==> config.mk <==
export PLATFORM = sky130hd
export DESIGN_NAME = stream_demux_4
export DESIGN_NICKNAME = d
export VERILOG_FILES = /design/src/rtl/stream_demux_4.sv
export SDC_FILE = /design/constraint.sdc
export NUM_CORES = 1
export LEC_CHECK = 0
export CORE_MARGIN = 10
export CORE_UTILIZATION = 36
export CTS_BUF_LIST = sky130_fd_sc_hd__clkbuf_2 sky130_fd_sc_hd__clkbuf_4 sky130_fd_sc_hd__clkbuf_8
export DETAILED_ROUTE_END_ITERATION = 12
export DONT_BUFFER_PORTS = 1
export SYNTH_ARGS = -nofsm -noshare
export SYNTH_HDL_FRONTEND = slang
export SYNTH_SLANG_ARGS = --single-unit
==> constraint.sdc <==
create_clock -name clk -period 1.9 [get_ports clk]
set_clock_uncertainty 0.2 [all_clocks]
set_input_delay 0.285 -clock clk [delete_from_list [all_inputs] [get_ports clk]]
set_output_delay 0.285 -clock clk [all_outputs]
set_load 0.02 [all_outputs]
==> src/rtl/stream_demux_4.sv <==
// 1-to-4 valid/ready stream demux, one registered slot per output channel.
// Optional DEMUX_COUNT_EN adds per-channel 8-bit output handshake counters.
module stream_demux_4 #(
  parameter int W = 8
) (
  input  logic           clk,
  input  logic           reset,
  input  logic [W-1:0]   in_data,
  input  logic [1:0]     in_sel,
  input  logic           in_valid,
  output logic           in_ready,
  output logic [4*W-1:0] out_data,
  output logic [3:0]     out_valid,
  input  logic [3:0]     out_ready,
  output logic [31:0]    out_count
);

  typedef enum logic {EMPTY, FULL} state_e;

  state_e         state_q [4];
  state_e         state_d [4];
  logic [W-1:0]   data_q  [4];
  logic [W-1:0]   data_d  [4];
  logic           accept;

  always_comb begin
    in_ready = !reset &&
      (state_q[in_sel] == EMPTY || out_ready[in_sel]);
    accept   = in_valid && in_ready;
  end

  always_comb begin
    for (int i = 0; i < 4; i++) begin
      state_d[i] = state_q[i];
      data_d[i]  = data_q[i];
      unique case (state_q[i])
        EMPTY: begin
          if (accept && in_sel == 2'(i)) begin
            state_d[i] = FULL;
            data_d[i]  = in_data;
          end
        end
        FULL: begin
          // a same-cycle load replaces the draining word
          if (accept && in_sel == 2'(i)) begin
            data_d[i] = in_data;
          end else if (out_ready[i]) begin
            state_d[i] = EMPTY;
          end
        end
        default: state_d[i] = EMPTY;
      endcase
    end
  end

  always_ff @(posedge clk or posedge reset) begin
    if (reset) begin
      for (int i = 0; i < 4; i++) begin
        state_q[i] <= EMPTY;
        data_q[i]  <= '0;
      end
    end else begin
      for (int i = 0; i < 4; i++) begin
        state_q[i] <= state_d[i];
        data_q[i]  <= data_d[i];
      end
    end
  end

  always_comb begin
    out_data  = '0;
    out_valid = '0;
    for (int i = 0; i < 4; i++) begin
      out_data[i*W +: W] = data_q[i];
      out_valid[i]       = (state_q[i] == FULL);
    end
  end

`ifdef DEMUX_COUNT_EN
  logic [7:0] cnt_q [4];
  logic [7:0] cnt_d [4];

  always_comb begin
    for (int i = 0; i < 4; i++) begin
      cnt_d[i] = cnt_q[i];
      if (out_valid[i] && out_ready[i]) begin
        cnt_d[i] = cnt_q[i] + 8'd1;
      end
    end
  end

  always_ff @(posedge clk or posedge reset) begin
    if (reset) begin
      for (int i = 0; i < 4; i++) begin
        cnt_q[i] <= '0;
      end
    end else begin
      for (int i = 0; i < 4; i++) begin
        cnt_q[i] <= cnt_d[i];
      end
    end
  end

  assign out_count = {cnt_q[3], cnt_q[2], cnt_q[1], cnt_q[0]};
`else
  assign out_count = 32'h0;
`endif

endmodule

==> results of run 1 <==
[layout make-up]
| class | instances | area [sq um] | share of cell area, % |
|---|---|---|---|
| sequential | 36 | 900.9 | 45.69 |
| multi-input combinational | 84 | 688.2 | 34.90 |
| timing repair buffer | 20 | 180.2 | 9.137 |
| tap | 67 | 83.83 | 4.251 |
| clock buffer | 5 | 68.82 | 3.490 |
| clock inverter | 3 | 42.54 | 2.157 |
| inverter | 1 | 7.507 | 0.3807 |
[sequential cells by signal, summed over array words and instances, names as in the netlist]
| signal | cells |
|---|---|
| out_data | 32 |
| out_valid | 4 |
[report_power, final]
part           switching (mW)  internal, mW
Sequential              0.326         0.923
Combinational           0.152         0.193
Clock                   0.266         0.388
Total                   0.744          1.50
[Yosys cell counts (all sizes together) (2+ instances only)]
cell | count | area (sq um)
and4b | 2 | 20.02
nand2b | 4 | 32.53
buf | 37 | 284.0
o21ai | 2 | 10.01
mux2 | 32 | 420.4
dfrtp | 36 | 900.9
nand2 | 4 | 15.01
[routing by layer]
| layer | share of wire (%) | vias up |
|---|---|---|
| met5 | 0 | - |
| met4 | 1.4 | 0 |
| met3 | 11 | 4 |
| met2 | 48 | 56 |
| met1 | 39 | 468 |
| li1 | - | 409 |
[worst max-delay path: cells and delay by family]
family / cells / cell delay, ns
AOI/OAI and AO/OA: 2 / 0.24
buffers and inverters: 3 / 0.81
[worst min path at each step]
stage | startpoint | to | cells after the start
2_1_floorplan | reset | out_data[0] | 1
6_report | reset | out_valid[1] | 3
3_5_place_dp | reset | out_valid[1] | 2
5_1_grt | reset | out_valid[1] | 3
4_1_cts | reset | out_valid[1] | 3
3_3_place_gp | reset | out_valid[2] | 2
[stage by stage]
| stage | area, sq um | utilization (%) | instances | power, mW | hold slack, ns |
|---|---|---|---|---|---|
| 2_1_floorplan | 1881 | - | 158 | 1.545 | 0.04146 |
| 3_3_place_gp | 1740 | 36.85 | 196 | 1.568 | 0.1161 |
| 3_5_place_dp | 1740 | 36.85 | 196 | 1.586 | 0.1244 |
| 4_1_cts | 1972 | 41.75 | 216 | 2.280 | 0.008017 |
| 5_1_grt | 1972 | 41.75 | 216 | 2.366 | 0.04921 |
| 6_report | 1972 | 41.75 | 216 | 2.248 | 0.01612 |
[logic make-up after synthesis]
group	count (synthesis)	synth area share (%)
multiplexers	33	24.45
flip-flops	36	51.17
buffers and inverters	38	16.35
AND/OR/NAND/NOR	15	6.467
AO/OA/AOI/OAI	4	1.350
other	1	0.2130
==> qor.yml, run 1 <==
status: "complete, no violations"
startpoint: "reset"
grt_setup_unrepaired: "no"
grt_pass1_wl_um: 6499
drive_gt1_share_pct: 35.57
cts_buffers: 5
final_cell_mix: "dfrtp_1, conb_1, mux2_4, mux2_2, dlygate4sd3_1"
cts_setup_buffers: 0
n_antenna_cell: 0
fin_nets: 165
yosysWarnings: 0
cts_buffer_depth: 2
drt_iter0_drc: 42
gr-usage-met2_pct: 16.10
startpoint_type: "input pin"
grt_max_degree: 37
timing.rr.start: "out_valid[3]"
grt_use_total_pct: 10.12
endpoint_kind: "primary output"
p_leak_nw: 0.9325
synth_edf_count: 0
hpwl_um: 3023
die-area_sq_um: 8087
crit_required_ns: 1.41
cts_hold_buffers: 12
fillCellCount: 447
setup_viol: 0
layout_worst_path_cycle_share_pct: 95.89
ff2ff_path_depth: 3
numPortBuffers: 0
r2r_slack_ns: 0.26
ys_ff_latch: 36
grtUsageMet1_pct: 11.20
drt_pre_antenna_iters: 4
preCtsSetupSlack_ns: 0.1976
area_delta_synth_final_pct: 12.01
clkSlewWorstSetupHoldPaths_ns: 0.07
clock_latency_ns: 0.28
drt-total-wl_um: 4040
synth-seq-area-share_pct: 51.17
endpoint: "in_ready"
avgSynthCellArea_sq_um: 13.86
layout_commonest_cell: "dfrtp_1"
crit_arrival_ns: 1.34
gp_congestion: 0.6562
crit_chain: "dlygate4sd3_1, clkinvlp_4, o311ai_0, a21oi_1, buf_4"
cp_slowest_cell: "dlygate4sd3_1"
io_pins: 86
slew_violations: 0
die_x_um: 89.93
postRouteAntennaNets: 0
crit_type: "input pin to primary output"
fin_setup_tns_ns: 0
met3_usage_pct: 5.486
avgViaCountPerCell: 4.338
finalHoldViolations: 0
start_util_pct: 37.27
rr_endpoint: "out_data[24]"
cts_root_buf: "clkbuf_8"
max_stage_delay_ns: 0.57
netlist_area_sq_um: 1760
vias: 937
power_density_nw_per_um2: 1140
grt_pass1_vias: 1058
cts_tree: "built"
fmax_mhz: 548.9
drc_errors: 0
hold_class: "input pin to flop"
gr-max-usage-layer: "met2"
cts.repair.resized: 0
numClockSinks: 36
rows: 25
yosysUniqueCellTypes: 21
wl_per_cell_um: 18.70
worst_slack_ns: 0.07813
critPathMaxFanout: 2
dieHeight_um: 89.93
layout_min_cycle_time_ns: 1.822
synth_cells: 127
coreArea_sq_um: 4723
grt_overflow: 0
ir_worst_vdd_v: 0.0003518
htree_levels: 2
synth-async-reset-ratio_pct: 100.0
synth_flop_cell: "dfrtp_1"
max_cap_violations: 0
antenna_found_initial: 0
No activity file was read; power rests on OpenSTA's default activity.
==> run 2, diff against run 1 <==
ABC_AREA = 1   (was default)
CTS_BUF_LIST = default   (was sky130_fd_sc_hd__clkbuf_2 sky130_fd_sc_hd__clkbuf_4 sky130_fd_sc_hd__clkbuf_8)
==> qor.yml, run 2 <==
status: "complete, no violations"
crit_chain: "nand2_1, nand2_1, nand2_1, nand2_2, a21oi_2, buf_6"
vias: 1267  # +35%
yosysMostFrequentCell: "nand2_1"
fillCellCount: 502  # +12%
coreArea_sq_um: 4786  # +1.3%
synth-seq-area-share_pct: 49.83  # -1.3 points
grt_pass1_vias: 1271  # +20%
numClockSinks: 36  # unchanged
grt_setup_unrepaired: "no"
drt_iter0_drc: 59  # +40%
layout_min_cycle_time_ns: 1.791  # -0.03089 ns
synth_top_area_share_pct: 49.83  # -1.3 points
endpoint: "in_ready"
dieHeight_um: 90.87  # +1.0%
crit_arrival_ns: 1.31  # -0.03 ns
io_pins: 86  # unchanged
p_leak_nw: 1.143  # +23%
fin_nets: 253  # +53%
n_antenna_cell: 0  # unchanged
grt_overflow: 0  # unchanged
seq_area_sq_um: 905.9  # +0.56%
numPortBuffers: 0  # unchanged
final_cell_area_sq_um: 2036  # +3.2%
fin_setup_tns_ns: 0  # unchanged
ir_worst_vdd_v: 0.0005196  # +48%
r2r_slack_ns: 0.23  # -0.03 ns
power.total_mw: 2.132  # -5.2%
endpoint_kind: "primary output"
layout_worst_path_cycle_share_pct: 94.26  # -1.6 points
power_density_nw_per_um2: 1047  # -8.1%
timing.rr.start: "out_valid[2]"
yosysUniqueCellTypes: 18  # -14%
final_cell_mix: "nand2_1, conb_1, dfrtp_1"
gp_congestion: 0.7334  # +12%
grt_max_degree: 33  # -11%
die-area_sq_um: 8256  # +2.1%
final_util_pct: 42.54  # +0.79 points
max_cap_violations: 0  # unchanged
cts_buffer_depth: 2  # unchanged
clkSlewWorstSetupHoldPaths_ns: 0.07  # about the same
postRouteAntennaNets: 0  # unchanged
rows: 25  # unchanged
cts_tree: "built"
die_x_um: 90.87  # +1.0%
area_delta_synth_final_pct: 12.60
drive_gt1_share_pct: 12.29  # -23 points
drt_pre_antenna_iters: 4  # unchanged
cpLargestDelayFamily: "flip-flops"
avgViaCountPerCell: 4.182  # -3.6%
fmax_mhz: 558.4  # +1.7%
cp_slowest_cell: "dfrtp_2"
synth_cells: 213  # +68%
max_stage_delay_ns: 0.47  # -0.10 ns
wl_per_cell_um: 15.24  # -19%
ys_ff_latch: 36  # unchanged
hp-start: "in_valid"
crit_type: "flop to primary output"
hold_class: "input pin to flop"
ff2ff_path_depth: 9  # +6
crit_cells: 6  # +1
multi_input_area_sq_um: 729.5  # +6.0%
yosysWarnings: 0  # unchanged
critPathMaxFanout: 3  # +1
synth-async-reset-ratio_pct: 100.0  # unchanged
grt_use_total_pct: 11.03  # +0.91 points
antenna_found_initial: 0  # unchanged
hpwl_um: 3430  # +13%
yosysTopAreaCell: "dfrtp_1"
netlist_area_sq_um: 1808  # +2.7%
start_util_pct: 37.78  # +0.51 points
setup_viol: 0  # unchanged
crit_top_cell: "nand2_1"
avgSynthCellArea_sq_um: 8.488  # -39%
startpoint: "out_valid[2]"
drt-total-wl_um: 4617  # +14%
grt_pass1_wl_um: 7314  # +13%
layout_commonest_cell: "nand2_1"
yosys-top-cells-area: "dfrtp_1, nand2_1, buf_4, nor2_8, inv_1"
cts_buffers: 5  # unchanged
startpoint_type: "flop"
htree_levels: 2  # unchanged
finalHoldViolations: 0  # unchanged
slew_violations: 0  # unchanged
drc_errors: 0  # unchanged
rr_endpoint: "out_data[20]"
largest_register_ff_count: 32  # unchanged
synth_flop_cell: "dfrtp_1"
synth_common_cells: "nand2_1, dfrtp_1, buf_4"
path_buf_inv: 1  # -2
crit_required_ns: 1.41  # about the same
post_dp_cell_area_sq_um: 1767  # +1.5%
synth_edf_count: 0  # unchanged
clock_latency_ns: 0.27  # about the same
cts_root_buf: "clkbuf_8"
==> run 2: changes by cell type after synthesis, moves of 3 or more <==
| cell | previous run | this run |
|---|---|---|
| nand2_1 | 4 | 108 |
| mux2_2 | 16 | 0 |
| mux2_4 | 16 | 0 |
| inv_1 | 1 | 9 |
| nand4_1 | 0 | 4 |
| nor2_8 | 0 | 4 |
| o21ai_1 | 0 | 4 |
| nand2b_1 | 3 | 0 |
| nand3_1 | 0 | 3 |
==> run 2: repair_timing <==
item	in CTS	in global routing
resized for setup	0	6
hold endpoints to repair	72	0
setup endpoints to repair	0	31
setup buffers	0	4
hold buffers	13	0
==> run 2: how the worst min path moves through the flow <==
stage                     depth (start not counted)  slack, ns            to
after floorplan                                   1       0.08   out_data[0]
final                                             3       0.12  out_valid[3]
after global routing                              3       0.14  out_valid[3]
after detailed placement                          1      -0.10  out_valid[3]
after CTS                                         2       0.17  out_valid[1]
after global placement                            1      -0.11  out_valid[3]
==> run 2: cells by family after synthesis <==
group,after synthesis,synth area share (%)
buffers and inverters,45,16.47
and+or+nand+nor,126,32.11
other,1,0.2074
DFF,36,49.83
AOI/OAI and AO/OA,5,1.384
==> run 2: power breakdown <==
part	internal, mW	switching (mW)	leakage, nW
registers	0.920	0.323	0.451
logic	0.107	0.204	0.642
clock network	0.323	0.256	0.0503
==> run 2: per-layer routing <==
metal	up-vias	GRT usage, %	wire length, um
met5	-	0	0
met4	0	2.742	15
met3	2	7.564	671
met2	52	16.17	2152
met1	590	12.82	1777
li1	623	-	-
==> run 2: area by class of cell <==
cell class,instances,share of cell area (%)
sequential,36,44.50
multi-input combinational,163,35.83
timing repair buffer,19,8.789
clock buffer,7,4.733
tap,67,4.118
inverter,11,2.028
==> run 2: per-stage QoR <==
stage               hold WS (ns)  worst slack [ns]  std cells
floorplan                0.07845            0.2393        244
global placement         -0.1060            0.1152        279
CTS                       0.1676           0.03868        299
detailed placement       -0.1039           0.09403        279
finish                    0.1244            0.1090        303
global route              0.1401          0.004630        303
==> run 2: tightest hold or removal path, cell delays in order <==
cell and delay (ns):
nand4_1 0.05, buf_4 0.16, o21ai_1 0.07
==> run 3, diff against run 2 <==
CORE_UTILIZATION = 31   (was 36)
==> qor.yml, run 3 (synthesis gave the netlist of run 2 again) <==
numPortBuffers: 0  # unchanged
dieHeight_um: 96.37  # +6.1%
grt_setup_unrepaired: "no"
crit_type: "flop to primary output"
crit_required_ns: 1.41  # about the same
grt_pass1_vias: 1302  # +2.4%
gp_congestion: 0.8386  # +14%
largest_register_ff_count: 32  # unchanged
ir_worst_vdd_v: 0.0003969  # -24%
cts_buffer_depth: 2  # unchanged
coreArea_sq_um: 5574  # +16%
grt_use_total_pct: 10.59  # -0.43 points
post_dp_cell_area_sq_um: 1780  # +0.78%
vias: 1318  # +4.0%
cts_tree: "built"
rows: 27  # +8.0%
critPathMaxFanout: 3  # unchanged
final_cell_area_sq_um: 2033  # -0.12%
whs_ns: 0.03160  # -0.09280 ns
grt_max_degree: 22  # -33%
wl_per_cell_um: 15.76  # +3.4%
setup_viol: 0  # unchanged
cts_root_buf: "clkbuf_8"
final_cell_mix: "nand2_1, dfrtp_1, conb_1"
n_antenna_cell: 0  # unchanged
finalHoldViolations: 0  # unchanged
startpoint_type: "flop"
antenna_found_initial: 0  # unchanged
postRouteAntennaNets: 0  # unchanged
worst_slack_ns: 0.06443  # -0.04459 ns
drc_errors: 0  # unchanged
clock_latency_ns: 0.28  # about the same
hpwl_um: 3764  # +9.7%
endpoint_kind: "primary output"
power_density_nw_per_um2: 1032  # -1.5%
drt_pre_antenna_iters: 4  # unchanged
fin_nets: 254  # +0.40%
seq_area_sq_um: 903.4  # -0.28%
die-area_sq_um: 9287  # +12%
max_cap_violations: 0  # unchanged
fin_setup_tns_ns: 0  # unchanged
drt-total-wl_um: 4886  # +5.8%
layout_commonest_cell: "nand2_1"
layout_min_cycle_time_ns: 1.836  # +0.04459 ns
power.total_mw: 2.097  # -1.6%
hold_class: "input pin to flop"
fillCellCount: 607  # +21%
avgViaCountPerCell: 4.252  # +1.7%
io_pins: 86  # unchanged
p_leak_nw: 1.147  # +0.35%
clkSlewWorstSetupHoldPaths_ns: 0.07  # about the same
status: "complete, no violations"
numClockSinks: 36  # unchanged
htree_levels: 2  # unchanged
drt_iter0_drc: 92  # +56%
slew_violations: 0  # unchanged
die_x_um: 96.37  # +6.1%
drive_gt1_share_pct: 11.34  # -0.94 points
preCtsSetupSlack_ns: 0.1168  # +0.02279 ns
grt_pass1_wl_um: 7424  # +1.5%
layout_worst_path_cycle_share_pct: 96.61  # +2.3 points
area_delta_synth_final_pct: 12.46
multi_input_area_sq_um: 725.7  # -0.51%
grt_overflow: 0  # unchanged
fmax_mhz: 544.8  # -2.4%
start_util_pct: 32.44  # -5.3 points
cts_buffers: 5  # unchanged
crit_arrival_ns: 1.35  # +0.04 ns
==> run 3: final timing paths <==
kind | endpoint | cells past startpoint | from | slack (ns)
max in group asynchronous | out_data[2] | 3 | reset | 0.83
hold / removal | out_valid[0] | 3 | in_sel[1] | 0.03
hold reg to reg | out_valid[3] | 2 | out_valid[3] | 0.42
setup reg to reg | out_data[8] | 8 | out_valid[0] | 0.18
min in group asynchronous | out_valid[2] | 2 | reset | 0.16
setup / recovery | in_ready | 6 | out_valid[0] | 0.06
==> run 3: worst max-delay path, stage by stage, from the launching register on <==
cell and delay (ns):
dfrtp_1 0.47, nand2_1 0.10, nand2_1 0.05, nand2_1 0.06
nand2_2 0.07, a21oi_1 0.15, buf_4 0.16
==> run 3: per-stage QoR <==
step / utilization, % / instances
after floorplan: - / 244
after global placement: 31.94 / 285
after detailed placement: 31.94 / 285
after CTS: 35.85 / 306
after global routing: 36.48 / 310
final: 36.48 / 310
==> run 3: where the power goes <==
part,leakage [nW],switching [mW],total (mW),internal [mW]
logic,0.645,0.209,0.317,0.108
clock network,0.0479,0.282,0.537,0.255
registers,0.454,0.325,1.24,0.919
==> run 3: final cells by class <==
cell class | instances | share of cell area [%]
Sequential cell | 36 | 44.43
Multi-Input combinational cell | 163 | 35.69
Timing Repair Buffer | 20 | 9.108
Tap cell | 72 | 4.431
Clock buffer | 5 | 3.385
Inverter | 11 | 2.031
Clock inverter | 3 | 0.9231
==> run 3: repair_timing <==
action                     4_1_cts  5_1_grt
hold endpoints to repair        72        1
buffers inserted                 0        3
gates resized for setup          0        2
hold buffers                    13        1
setup endpoints to repair        0       22
==> run 3: per-layer routing <==
| layer | routed length (um) | GRT usage (%) | vias to the layer above |
|---|---|---|---|
| met5 | 0 | 0 | - |
| met4 | 29 | 2.906 | 0 |
| met3 | 672 | 6.168 | 4 |
| met2 | 2358 | 17.15 | 61 |
| met1 | 1825 | 11.65 | 620 |
| li1 | - | - | 633 |
